==> config.mk <==
export PLATFORM = sky130hd
export DESIGN_NAME = fpnew_normalize_pipe
export DESIGN_NICKNAME = d
export VERILOG_FILES = /design/src/rtl/fpnew_normalize_pipe.sv
export SDC_FILE = /design/constraint.sdc
export NUM_CORES = 1
export LEC_CHECK = 0
export CORE_ASPECT_RATIO = 1.4
export CORE_UTILIZATION = 45
export CTS_CLUSTER_DIAMETER = 200
export DETAILED_ROUTE_END_ITERATION = 6
export GPL_TIMING_DRIVEN = 0
export HOLD_SLACK_MARGIN = 0.15
export PLACE_DENSITY_LB_ADDON = 0.25
export RECOVER_POWER = 25
export SKIP_CTS_REPAIR_TIMING = 1
export SYNTH_ARGS = -nofsm -noshare
export SYNTH_HDL_FRONTEND = slang
export SYNTH_SLANG_ARGS = --single-unit
==> constraint.sdc <==
create_clock -name clk_i -period 14.1 [get_ports clk_i]
set_clock_uncertainty 0.05 [all_clocks]
set_input_delay 2.82 -clock clk_i [delete_from_list [all_inputs] [get_ports clk_i]]
set_output_delay 2.82 -clock clk_i [all_outputs]
set_load 0.01 [all_outputs]
==> src/rtl/fpnew_normalize_pipe.sv <==
// Two-stage FP normalizer: leading-zero count, normalizing/subnormal shift,
// round/sticky extraction and {exp, mantissa} packing for the rounder.
module fpnew_normalize_pipe #(
    parameter int unsigned EXP_BITS  = 8,
    parameter int unsigned MAN_BITS  = 23,
    parameter int unsigned IN_WIDTH  = 50,
    parameter int unsigned TAG_WIDTH = 1
) (
    input  logic                         clk_i,
    input  logic                         rst_i,
    input  logic                         flush_i,
    input  logic                         in_valid_i,
    output logic                         in_ready_o,
    input  logic [IN_WIDTH-1:0]          mant_i,
    input  logic [EXP_BITS+1:0]          exp_i,
    input  logic                         sign_i,
    input  logic [TAG_WIDTH-1:0]         tag_i,
    output logic                         out_valid_o,
    input  logic                         out_ready_i,
    output logic [EXP_BITS+MAN_BITS-1:0] abs_value_o,
    output logic [1:0]                   round_sticky_o,
    output logic                         sign_o,
    output logic [TAG_WIDTH-1:0]         tag_o,
    output logic                         zero_o,
    output logic                         overflow_o
);

    localparam int unsigned W   = IN_WIDTH;
    localparam int unsigned EW  = EXP_BITS + 2;
    localparam int unsigned LZW = $clog2(IN_WIDTH + 1);
    localparam int unsigned AW  = EXP_BITS + MAN_BITS;

    // Pipeline state
    logic                  valid_a, valid_b;
    logic [W-1:0]          mant_a;
    logic signed [EW-1:0]  exp_a;
    logic                  sign_a, zero_a;
    logic [TAG_WIDTH-1:0]  tag_a;
    logic [LZW-1:0]        lzc_a;

    logic [AW-1:0]         abs_b;
    logic [1:0]            rs_b;
    logic                  sign_b, zero_b, ovf_b;
    logic [TAG_WIDTH-1:0]  tag_b;

    logic                  ready_a_c, ready_b_c;
    logic [LZW-1:0]        lzc_c;

    assign ready_b_c  = ~valid_b | out_ready_i;
    assign ready_a_c  = ~valid_a | ready_b_c;
    assign in_ready_o = ready_a_c;

    // Highest set bit wins; all-zero input yields W.
    always_comb begin
        lzc_c = LZW'(W);
        for (int i = 0; i < W; i++) begin
            if (mant_i[i]) lzc_c = LZW'(W - 1 - i);
        end
    end

    logic signed [EW-1:0]  shamt_c, nexp_c, sh_c, fexp_c;
    logic [EW-1:0]         lsh_c, rsh_c;
    logic                  normal_c, ovf_c, out_sticky_c;
    logic [2*W-1:0]        wide_c;
    logic [W-1:0]          shifted_c;
    logic [AW-1:0]         abs_c;
    logic [1:0]            rs_c;
    logic                  unused_bits;

    always_comb begin
        shamt_c      = $signed(EW'(lzc_a)) - $signed(EW'(1));
        nexp_c       = exp_a - shamt_c;
        normal_c     = (nexp_c >= $signed(EW'(1)));
        sh_c         = normal_c ? shamt_c : (exp_a - $signed(EW'(1)));
        fexp_c       = normal_c ? nexp_c : '0;
        ovf_c        = normal_c && (nexp_c >= $signed(EW'((1 << EXP_BITS) - 1)));
        lsh_c        = EW'(sh_c);
        rsh_c        = EW'(-sh_c);
        wide_c       = '0;
        shifted_c    = '0;
        out_sticky_c = 1'b0;
        if (!sh_c[EW-1]) begin
            shifted_c = mant_a << lsh_c;
        end else if (rsh_c >= EW'(W)) begin
            // Shift saturates: the whole magnitude lands in sticky.
            out_sticky_c = |mant_a;
        end else begin
            wide_c       = {mant_a, W'(0)} >> rsh_c;
            shifted_c    = wide_c[2*W-1:W];
            out_sticky_c = |wide_c[W-1:0];
        end

        if (zero_a) begin
            abs_c = '0;
            rs_c  = 2'b00;
        end else if (ovf_c) begin
            abs_c = {{EXP_BITS{1'b1}}, MAN_BITS'(0)};
            rs_c  = 2'b00;
        end else begin
            abs_c = {fexp_c[EXP_BITS-1:0], shifted_c[W-3 -: MAN_BITS]};
            rs_c  = {shifted_c[W-3-MAN_BITS],
                     (|shifted_c[W-4-MAN_BITS:0]) | out_sticky_c};
        end
    end

    assign unused_bits = ^{fexp_c[EW-1:EXP_BITS], shifted_c[W-1:W-2]};

    // Valid flags: reset and flush win over any load.
    always_ff @(posedge clk_i) begin
        if (rst_i || flush_i) begin
            valid_a <= 1'b0;
            valid_b <= 1'b0;
        end else begin
            if (ready_a_c) valid_a <= in_valid_i;
            if (ready_b_c) valid_b <= valid_a;
        end
    end

    always_ff @(posedge clk_i) begin
        if (in_valid_i && ready_a_c) begin
            mant_a <= mant_i;
            exp_a  <= exp_i;
            sign_a <= sign_i;
            tag_a  <= tag_i;
            lzc_a  <= lzc_c;
            zero_a <= ~|mant_i;
        end
    end

    always_ff @(posedge clk_i) begin
        if (valid_a && ready_b_c) begin
            abs_b  <= abs_c;
            rs_b   <= rs_c;
            sign_b <= sign_a;
            tag_b  <= tag_a;
            zero_b <= zero_a;
            ovf_b  <= ovf_c && !zero_a;
        end
    end

    // Data registers are unreset; gating with valid keeps idle outputs at zero.
    assign out_valid_o    = valid_b;
    assign abs_value_o    = valid_b ? abs_b  : '0;
    assign round_sticky_o = valid_b ? rs_b   : '0;
    assign sign_o         = valid_b ? sign_b : 1'b0;
    assign tag_o          = valid_b ? tag_b  : '0;
    assign zero_o         = valid_b ? zero_b : 1'b0;
    assign overflow_o     = valid_b ? ovf_b  : 1'b0;

endmodule

Yosys cells after proc, flatten, opt, wreduce, memory -nomap -nowiden

Cells that the tools add are included.

Register bits: 108
Latch bits: 0
Memory bits (writable): 0
Memory bits (read-only): 0
Input bits: 67
Memories kept: 0

Add/sub/neg operators: 4
$mul: 0
Divide/modulo/power cells: 0
$lt $le $gt $ge: 3
Equality and inequality tests: 0
Shift operators: 2
Mux-type cells: 62
Bitwise gates (word level): 5
Reduce and logical (&&, ||, !) cells: 17

Operator list:

| kind                                                 | count |
|---|---|
| OR reduction 50 bit                                  | 3 |
| 2-to-1 mux 6 bit                                     | 17 |
| >> shifter 100 x 10 -> 98 bit                        | 1 |
| 2-to-1 mux 48 bit                                    | 2 |
| 2-to-1 mux 5 bit                                     | 16 |
| 2-to-1 mux 31 bit                                    | 2 |
| left shift 50 x 10 -> 48 bit                         | 1 |
| 2-to-1 mux 4 bit                                     | 8 |
| OR reduction 32 bit                                  | 1 |
| OR reduction 24 bit                                  | 1 |
| OR reduction 16 bit                                  | 1 |
| 2-to-1 mux 3 bit                                     | 4 |
| >= comparator 10 x 2 -> 1 bit, second input constant | 1 |
| >= comparator 10 x 6 -> 1 bit, second input constant | 1 |
| >= comparator 10 x 9 -> 1 bit, second input constant | 1 |
| 2-to-1 mux 10 bit                                    | 1 |
| negator 10 bit                                       | 1 |
| subtractor 10 x 2 -> 10 bit, second input constant   | 1 |
| subtractor 10 x 7 -> 10 bit                          | 1 |
| 2-to-1 mux 2 bit                                     | 4 |
| 2-to-1 mux 8 bit                                     | 1 |
| OR reduction 8 bit                                   | 1 |
| 2-to-1 mux 1 bit                                     | 7 |
| subtractor 6 x 1 -> 7 bit, second input constant     | 1 |
| 7 further kinds                                      | 15 |

Logic depth before layout (Yosys ltp)

Gate-level depths: netlist of the first run.

Depth after elaboration: 49
Depth in mapped cells: 37
Depth with buffers taken out: 28

Worst setup path after synthesis of the first run

OpenSTA, ideal clock, no wires.

Path type: register -> register
Start point: register lzc_a[0]
End point: register rs_b[0], data pin
Setup time: 0.266 ns
Arrival: 7.489 ns
Slack: 6.295 ns
Cell stages (with the launch flop): 35
Buffers on the path: 8
Cells stage by stage: edfxtp_1 > clkbuf_1 > inv_1 > ha_1 > nand2b_1 > or4_1 > buf_2 > ha_1 > a21oi_2 > nand2_1 > a221o_1 > a211o_1 > or4_1 > buf_6 > a21oi_2 > nor2_1 > inv_2 > buf_2 > buf_2 > buf_1 > buf_2 > ha_1 > nand2_1 > a211oi_1 > clkbuf_1 > nor3_1 > a21oi_2 > nor3_1 > or3_1 > o311ai_2 > o22a_1 > a21oi_1 > or3b_1 > a21oi_1 > a31oi_1

Cells in the longest elaborated chain, start to end: 10
Elaborated cells on any way between the ends: 18
Those cells by class: add/sub (3); order compare (3); shift (2); mux (5); bitwise (1); reduce/logical (4)

RTL lines:

| what                                                                           | RTL line | source |
|---|---|---|
| start, declared                                                                | 39       | `logic [LZW-1:0] lzc_a;` |
| start signal, assigned                                                         | 125      | `lzc_a <= lzc_c;` |
| subtractor 6 x 1 -> 7 bit *                                                    | 71       | `shamt_c = $signed(EW'(lzc_a)) - $signed(EW'(1));` |
| subtractor 10 x 7 -> 10 bit                                                    | 72       | `nexp_c = exp_a - shamt_c;` |
| >= comparator 10 x 2 -> 1 bit                                                  | 73       | `normal_c = (nexp_c >= $signed(EW'(1)));` |
| 2-to-1 mux 10 bit                                                              | 74       | `sh_c = normal_c ? shamt_c : (exp_a - $signed(EW'(1)));` |
| negator 10 bit                                                                 | 78       | `rsh_c = EW'(-sh_c);` |
| >> shifter 100 x 10 -> 98 bit or >= comparator 10 x 6 -> 1 bit (tied branches) | 88, 84   |  |
| OR reduction 50 bit or 2-to-1 mux 48 bit (tied branches)                       | 90, 84   |  |
| 2-to-1 mux 1 bit or 2-to-1 mux 48 bit (tied branches)                          | 84, 82   |  |
| 2-to-1 mux 1 bit or OR reduction 24 bit (tied branches)                        | 82, 102  |  |
| OR 1 bit                                                                       | 102      | `(\|shifted_c[W-4-MAN_BITS:0]) \| out_sticky_c};` |
| end signal, assigned                                                           | 133      | `rs_b <= rs_c;` |
| end, declared                                                                  | 42       | `logic [1:0] rs_b;` |

Every way passes the cells marked *; elsewhere a longest branch is shown, timed or not.
A chain may end at the register's enable or synchronous reset.

Worst setup path after layout of the first run

Ends and elaborated chain as after synthesis.

==> summary by stage, run 1 <==
CTS
The root buffer cell is sky130_fd_sc_hd__clkbuf_16. TritonCTS built the clock tree. The clock latency of the later-clocked register in the worst-skew pair is 0.40 ns.

Clock tree synthesis found a total of 108 sinks. The number of clock buffers added by TritonCTS is 9. No sink is reached through more buffers than the 2 on the longest clock path. CTS built an H-tree with a depth of 3. After clock tree synthesis, the clock-pin slew on the worst setup and hold paths is 0.08 ns.

Global routing
In the global route stage, overall resource usage came out at 0.472. The initial antenna violation count came to 4. After global routing the overflow that remains totals 0.

The first-pass GRT wire length is 104 mm. The via count of the first global-routing pass is 15500. Entering global routing, the biggest net connects 70 pins.

Floorplan
The floorplan step set the die height to 207 microns. The region available for standard cell placement spans 29300 sq um. The floorplan step defined a die boundary enclosing 30600 sq um. The floorplan row count is 74. The initial utilization of the core area, before any placement, comes to 0.460.

The number of ports placed on the die boundary is 106. The width of the die is 148 microns.

Setup path
The startpoint of the most critical register-to-register path is lzc_a[0]$_SDFFCE_PP0P_. The arrival time reported for the critical path endpoint is 12.04 ns. The startpoint class of the critical path is a flip-flop.

The capturing point of the worst reg2reg path is rs_b[0]$_SDFFCE_PP0P_. For flop-to-flop paths, the worst setup slack is 2.15 ns. In this design, the stage delay of the slowest critical-path cell is 1.08 ns. Measured in cells, the most critical reg-to-reg path has a length of 35. The worst setup path is of the reg -> reg kind. The largest fanout on the critical path is 11. Counting both buffers and inverters, the worst setup path holds a total of 12. The standard cell with the maximum stage delay on the critical path is sky130_fd_sc_hd__nor4_1. The instance count on the critical path is 35.

The dominant delay contributor by cell family on the critical path is buffers and inverters. The element type at the critical path end is a flip-flop. The cell with the most instances on the worst path is sky130_fd_sc_hd__buf_2. Data on the critical path is required at its endpoint by 14.19 ns.

Route
The overall via count from detail_route is 16500. Summed over all layers, the routed wires come to 71.8 mm. In the final routed layout, each cell accounts on average for 31.4 microns.

The detailed-route DRC error count is 0. The detailed router finished its first iteration with 1994 violations. The number of iterations in the first detailed-routing pass is 7. The remaining antenna violation count after routing is 0. In the routed layout, each cell is associated on average with a via count of 7.24.

Pwr
For this design the static power due to leakage is 5.46 nW. Dividing total power by cell area gives a power density of 129 nW/um^2. The worst supply voltage drop on vdd is 0.0644 mV.

Synth
The synthesized net count is 1859. The simple-gate portion of the synthesized area is 0.264. The adder-cell share of the synthesized area is 0.0136. The largest family of logic cells by synthesized area is compound AO/OA/AOI/OAI gates.

In this run, synthesis inferred 106 flip-flops with an integrated enable. The synthesized area per cell is 7.57 sq um. The number of warning messages in the yosys log is 0.

The mux contribution to synthesized area is 0.103. The fraction of the yosys area taken by sequential cells is 0.239. In this run, distinct cell masters in the synthesized netlist total 105.

The cell count after synthesis is 1778. Summed over all instances, the cell type with the most area after synthesis is sky130_fd_sc_hd__edfxtp_1. The synthesized design contains 108 register bits. The complex-gate fraction of the synthesized area is 0.300.

Of the total synthesized cell area, the portion taken by XOR and XNOR cells is 0.0176. The most used flip-flop cell after synthesis is sky130_fd_sc_hd__edfxtp_1. After synthesis the cells add up to 13500 sq um. By area the synthesized netlist is led by sky130_fd_sc_hd__edfxtp_1 (24%), sky130_fd_sc_hd__nand2_1 (5.9%), sky130_fd_sc_hd__mux2i_1 (5.1%). For this run, asynchronously set or reset flops after synthesis account for 0. The area share of the largest cell type after synthesis is 0.236.

Run
Max-cap violations in this run came to 1.

Placement
Routability-driven placement finished with a final weighted congestion of 1.14. After detailed placement, the total cell area comes to 15000 sq um. Summed over all nets, the half-perimeter wirelength after detailed placement is 56.1 mm. Port buffering added 105 buffers.

Timing
Setup violations remaining at the end of the flow were counted as 0. Counting I/O delays and the setup requirement, the final critical path takes 11.95 ns. The measured slew at the worst slew-check pin is 1.54 ns.

The number of pins with negative max-slew slack in the final report is 11. The fmax is 83.7 MHz. Setup repair after global routing left no endpoint under its margin. The final count of hold timing violations was 0. Adding up every negative setup slack in the final design gives 0 ns.

Measured against its own limit, the worst slew margin works out to -0.0326. In the finished design, the share of the clock period the worst path needs comes to 0.848.

Outcome
The run finished, with violations left. The final reports fail on capacitance limit, slew limit.

Cells and area
Summing all multi-input logic gate instances after layout gives 9430 sq um. The filler cell count in the final layout is 2948. The share of post-route cells with drive strength above 1 is 0.0847.

Across the whole layout, storage elements account for 3220 sq um. The area growth from synthesis to layout is 14.0%. The design area is 15300 sq um.

The number of nets at the end of the flow is 1976.

Min path
The class of the most critical hold timing path is reg -> reg. The worst hold path stage count is 0. For hold timing, the worst endpoint is tag_b$_DFFE_PP_.

The hold path startpoint is tag_a$_DFFE_PP_.
==> cell usage after synthesis, drive strengths merged (9+ instances only) <==
cell type,number
a211o,9
a211oi,39
a21boi,15
a21oi,131
a22oi,22
a311oi,10
a31oi,34
and2,53
and3,21
buf,75
clkbuf,82
edfxtp,106
ha,13
inv,28
mux2,24
mux2i,71
mux4,17
nand2,212
nand2b,10
nand3,126
nand4,14
nor2,154
nor3,68
nor4,34
o211ai,39
o21a,12
o21ai,127
o21bai,11
o22ai,23
o31ai,11
or4,13
xnor2,20
==> worst register-to-register path: cells and delay by family, from the launching register on <==
kind / cells / cell delay [ns]
xor+xnor: 1 / 0.59
fa+ha+maj: 3 / 1.25
compound gates: 11 / 2.07
buf+inv: 12 / 4.39
simple gates: 8 / 3.04
flops: 1 / 0.33
==> state kept, by name, summed over array words and instances (netlist names) <==
signal / count
mant_a: 50
tag_a: 1
tag_b: 1
valid_a: 1
zero_b: 1
sign_a: 1
abs_b: 31
lzc_a: 6
zero_a: 1
out_valid_o: 1
sign_b: 1
rs_b: 2
ovf_b: 1
exp_a: 10
==> where the power goes <==
| group | internal (W) | switching, W | total [W] | leakage [nW] |
|---|---|---|---|---|
| registers | 0.000373 | 0.0000285 | 0.000401 | 1.08 |
| logic | 0.000400 | 0.000907 | 0.00131 | 4.23 |
| clock network | 0.000127 | 0.000145 | 0.000272 | 0.151 |
| total | 0.000899 | 0.00108 | 0.00198 | 5.46 |
==> layout by cell type, fill, tap and decap left out, drive strengths merged, types with 8 or more instances in the layout <==
| master | count |
|---|---|
| a211oi | 39 |
| a21oi | 131 |
| buf | 76 |
| mux2i | 71 |
| ha | 13 |
| clkdlybuf4s50 | 45 |
| o22ai | 23 |
| clkbuf | 91 |
| and3 | 21 |
| or3 | 8 |
| nand3 | 126 |
| a32oi | 8 |
| a31oi | 34 |
| o31ai | 11 |
| nor4 | 34 |
| and2 | 53 |
| nand2b | 10 |
| o21ai | 127 |
| o21bai | 11 |
| mux2 | 24 |
| o221ai | 8 |
| inv | 31 |
| xnor2 | 20 |
| or4 | 13 |
| mux4 | 17 |
| edfxtp | 106 |
| nor3 | 68 |
| a211o | 9 |
| o21a | 12 |
| nor2 | 154 |
| dlygate4sd3 | 60 |
| a21boi | 15 |
| nand2 | 212 |
| nand4 | 14 |
| o211ai | 39 |
| a22oi | 22 |
| a311oi | 10 |
==> cells by family (layout without fill, tap and decap cells) <==
family                     count (synthesis)  count (layout)
muxes                                    112             112
and+or+nand+nor                          739             739
buffers and inverters                    187             309
DFF                                      108             108
AOI/OAI and AO/OA                        591             591
xor gates and xnor gates                  27              27
adders and majority gates                 14              14
other                                      0               6
==> per-stage QoR <==
| step | cells | total power [W] | hold WS (ns) | setup slack, ns | utilization |
|---|---|---|---|---|---|
| 2_1_floorplan | 1778 | 0.00120 | 0.350 | 6.30 | - |
| 6_report | 2286 | 0.00198 | 0.383 | 2.15 | 0.524 |
| 5_1_grt | 2280 | 0.00203 | 0.397 | 1.81 | 0.524 |
| 3_3_place_gp | 2263 | 0.00163 | 0.354 | 2.95 | 0.512 |
| 4_1_cts | 2280 | 0.00190 | 0.385 | 2.80 | 0.524 |
| 3_5_place_dp | 2264 | 0.00163 | 0.366 | 2.87 | 0.513 |
==> layout make-up <==
class	count	share of cell area
well taps	380	0.0310
diodes	6	0.000978
clock inverters	7	0.00522
multi-input cells	1483	0.614
clock buffers	9	0.0147
flip-flops and latches	108	0.210
plain buffers	157	0.0466
repair buffers	106	0.0698
inverters	30	0.00734
==> how the worst max path moves through the flow <==
stage / start / end / slack [ns]
finish: lzc_a[0]$_SDFFCE_PP0P_ / rs_b[0]$_SDFFCE_PP0P_ / 2.15
global route: lzc_a[0]$_SDFFCE_PP0P_ / rs_b[0]$_SDFFCE_PP0P_ / 1.81
CTS: lzc_a[0]$_SDFFCE_PP0P_ / rs_b[0]$_SDFFCE_PP0P_ / 2.80
detailed placement: lzc_a[0]$_SDFFCE_PP0P_ / rs_b[0]$_SDFFCE_PP0P_ / 2.87
global placement: lzc_a[0]$_SDFFCE_PP0P_ / rs_b[0]$_SDFFCE_PP0P_ / 2.95
floorplan: lzc_a[0]$_SDFFCE_PP0P_ / rs_b[0]$_SDFFCE_PP0P_ / 6.30
==> layer usage <==
metal,share of wire,routed length (microns),track usage
met2,0.44,31300,0.729
met5,0,0,0.00161
met4,0.11,8120,0.454
met3,0.11,7960,0.134
met1,0.34,24400,0.519
No activity file was read; power rests on OpenSTA's default activity.
==> inputs of run 2 (changes only) <==
Clock period 14.1 ns to 11.95 ns, I/O delays scaled along.
==> run 2 against run 1 <==
Against the previous run: the run still ends with capacitance limit, slew limit left; critical path depth decreased by 2; combinational power increased by 18%; sequential cell count unchanged; hold slack about the same; clock-buffer cell count unchanged; critical path type unchanged; critical endpoint unchanged; largest cell class unchanged.
==> summary by stage, run 2 (synthesized netlist as in run 1, its figures left out) <==
Min path
The class of the most critical hold timing path is reg -> reg.

Cells and area
The design area is 15300 sq um (about the same). The number of nets at the end of the flow is 1975 (-0.051%). Leaving out fill and tap cells, the most frequent cell in the layout is sky130_fd_sc_hd__nand2_1. The area added between synthesis and finish is 13.9% (about the same). The flip-flop count of the largest register, all copies and words added is 50 (unchanged). The register with the most flip-flops is mant_a. The share of post-route cells with drive strength above 1 came to 0.0853 (+0.000571). The largest registers in the layout are mant_a x50, abs_b x31, exp_a x10. The library cells used most frequently in the layout, excluding fill and tap cells, are sky130_fd_sc_hd__nand2_1 (210), sky130_fd_sc_hd__nor2_1 (152), sky130_fd_sc_hd__a21oi_1 (126).

Route
The remaining antenna violation count after routing was 0 (unchanged). The overall via count from detail_route was 16600 (+0.51%). The count of routing violations after the opening detailed-route iteration is 1996 (+0.10%). The average via count per standard cell was 7.28 (+0.65%). The number of iterations in the first detailed-routing pass is 6 (-1).

The overall routed net length is 71.7 mm (-0.14%). The routed length per placed instance is 31.4 microns (about the same). The detailed-route DRC error count is 0 (unchanged).

Global routing
The via count of the first global-routing pass is 15500 (unchanged). The initial antenna violation count was 4 (unchanged). The first-pass GRT wire length is 104 mm (unchanged). The global-route layer with the greatest usage is met2. The met1 capacity usage during global routing is 0.519 (unchanged). The fraction of met2 tracks used by global routing is 0.729 (unchanged). The met3 track demand over resource in global routing was 0.134 (unchanged). The global-route total usage across every layer is 0.472 (unchanged). The pin count of the biggest net entering global routing was 70 (unchanged). The overflow left after global routing is 0 (unchanged).

Floorplan
The effective utilization at floorplan was 0.460 (unchanged). The floorplan row count was 74 (unchanged). The overall die area came to 30600 sq um (unchanged).

The die height is 207 microns (unchanged). The number of ports placed on the die boundary came to 106 (unchanged). The total core area was 29300 sq um (unchanged). The width of the die is 148 microns (unchanged).

Timing
The final count of hold timing violations is 0 (unchanged). The final clock period utilization by the worst path is 0.965 (+0.117). The measured slew at the worst slew-check pin was 1.55 ns (+0.00836 ns).

The fmax was 86.7 MHz (+3.7%). The minimum clock period after layout is 11.53 ns (-0.424 ns). The number of endpoints failing setup at the final stage came to 0 (unchanged).

The remaining max-slew budget at the tightest pin is -0.0382 (-0.00560). Setup repair after global routing left no endpoint under its margin. The final setup TNS is 0 ns (unchanged). The number of pins with negative max-slew slack in the final report was 11 (unchanged).

Setup path
The arrival time reported for the critical path endpoint is 11.62 ns (-0.42 ns). The largest individual stage delay along the critical path comes from the cell sky130_fd_sc_hd__nor3_1. The startpoint class of the critical path is a flip-flop. On the critical path the largest part of the delay comes from buffers and inverters. The required time of the worst setup path is 12.04 ns (-2.15 ns).

The element type at the critical path end is a flip-flop. Among the stages of the critical path, the cell type that occurs most often is sky130_fd_sc_hd__clkbuf_1. The worst path buffer plus inverter count is 12 (unchanged).

The category of the critical setup timing path is reg -> reg. The largest fanout on the critical path was 10 (-1). The biggest cell delay along the critical path is 0.82 ns (-0.26 ns).

CTS
The deepest clock path buffer count is 2 (unchanged). The clock latency of the later-clocked register in the worst-skew pair is 0.40 ns (about the same). The number of H-tree levels is 3 (unchanged). The CTS buffer count was 9 (unchanged). The CTS tree is built. In this run the clock root is driven by a sky130_fd_sc_hd__clkbuf_16. The clock slew at the register clock pins of the worst setup and hold paths is 0.08 ns (about the same). The total clock sinks was 108 (unchanged).

Placement
The number of buffer cells added on primary ports is 105 (unchanged). The final weighted congestion in routability-driven placement is 1.14 (unchanged). The post-place instance area is 15000 sq um (unchanged). The half-perimeter wire length after detailed placement is 56.1 mm (unchanged).

Pwr
The leakage power figure is 5.46 nW (about the same). The power density over cell area is 152 nW/um^2 (+18%). The worst supply voltage drop on vdd was 0.0756 mV (+17%).

Outcome
The flow ran to the end, but the final reports show violations. The final reports fail on capacitance limit, slew limit.

Run
The number of max-capacitance violations reported is 2 (+1).
## run 2: cell types whose count changed in the layout (fill, tap and decap cells not counted), sizes merged
cell	change
buf	-1
diode	-2
## run 2: path summary, 6_finish.rpt
| check | from | to | slack [ns] | depth (start not counted) |
|---|---|---|---|---|
| worst min register to register | tag_a$_DFFE_PP_ | tag_b$_DFFE_PP_ | 0.38 | 0 |
| worst min-delay path | tag_a$_DFFE_PP_ | tag_b$_DFFE_PP_ | 0.38 | 0 |
| worst max register to register | lzc_a[0]$_SDFFCE_PP0P_ | rs_b[0]$_SDFFCE_PP0P_ | 0.42 | 33 |
| worst max-delay path | lzc_a[0]$_SDFFCE_PP0P_ | rs_b[0]$_SDFFCE_PP0P_ | 0.42 | 33 |
## run 2: where the power goes
group	internal, W	total (W)	leakage, nW	switching, W
sequential	0.000440	0.000473	1.08	0.0000336
combinational	0.000472	0.00154	4.23	0.00107
clock	0.000150	0.000320	0.151	0.000170
total	0.00106	0.00233	5.46	0.00127
## run 2: layer usage
layer,up-vias,routed length (microns)
li1,7068,-
met1,7701,24300
met2,1365,31200
met3,491,7990
met4,2,8110
met5,-,11
## run 2: final cells by class
type / instances / area [sq um]
fill: 2951 / 13900
multi-input combinational: 1483 / 9430
sequential: 108 / 3220
timing repair buffer: 106 / 1070
buffer: 156 / 712
tap: 380 / 475
clock buffer: 9 / 225
inverter: 30 / 113
clock inverter: 7 / 80.1
antenna: 4 / 10.0
## run 2: per-stage QoR
step / hold slack (ns) / utilization / power (W) / setup WS [ns] / std cells
3_3_place_gp: 0.354 / 0.512 / 0.00192 / 0.796 / 2263
4_1_cts: 0.385 / 0.524 / 0.00224 / 0.652 / 2280
6_report: 0.383 / 0.524 / 0.00233 / 0.421 / 2283
3_5_place_dp: 0.366 / 0.513 / 0.00192 / 0.715 / 2264
2_1_floorplan: 0.350 / - / 0.00141 / 4.15 / 1778
5_1_grt: 0.397 / 0.524 / 0.00239 / 0.0360 / 2279
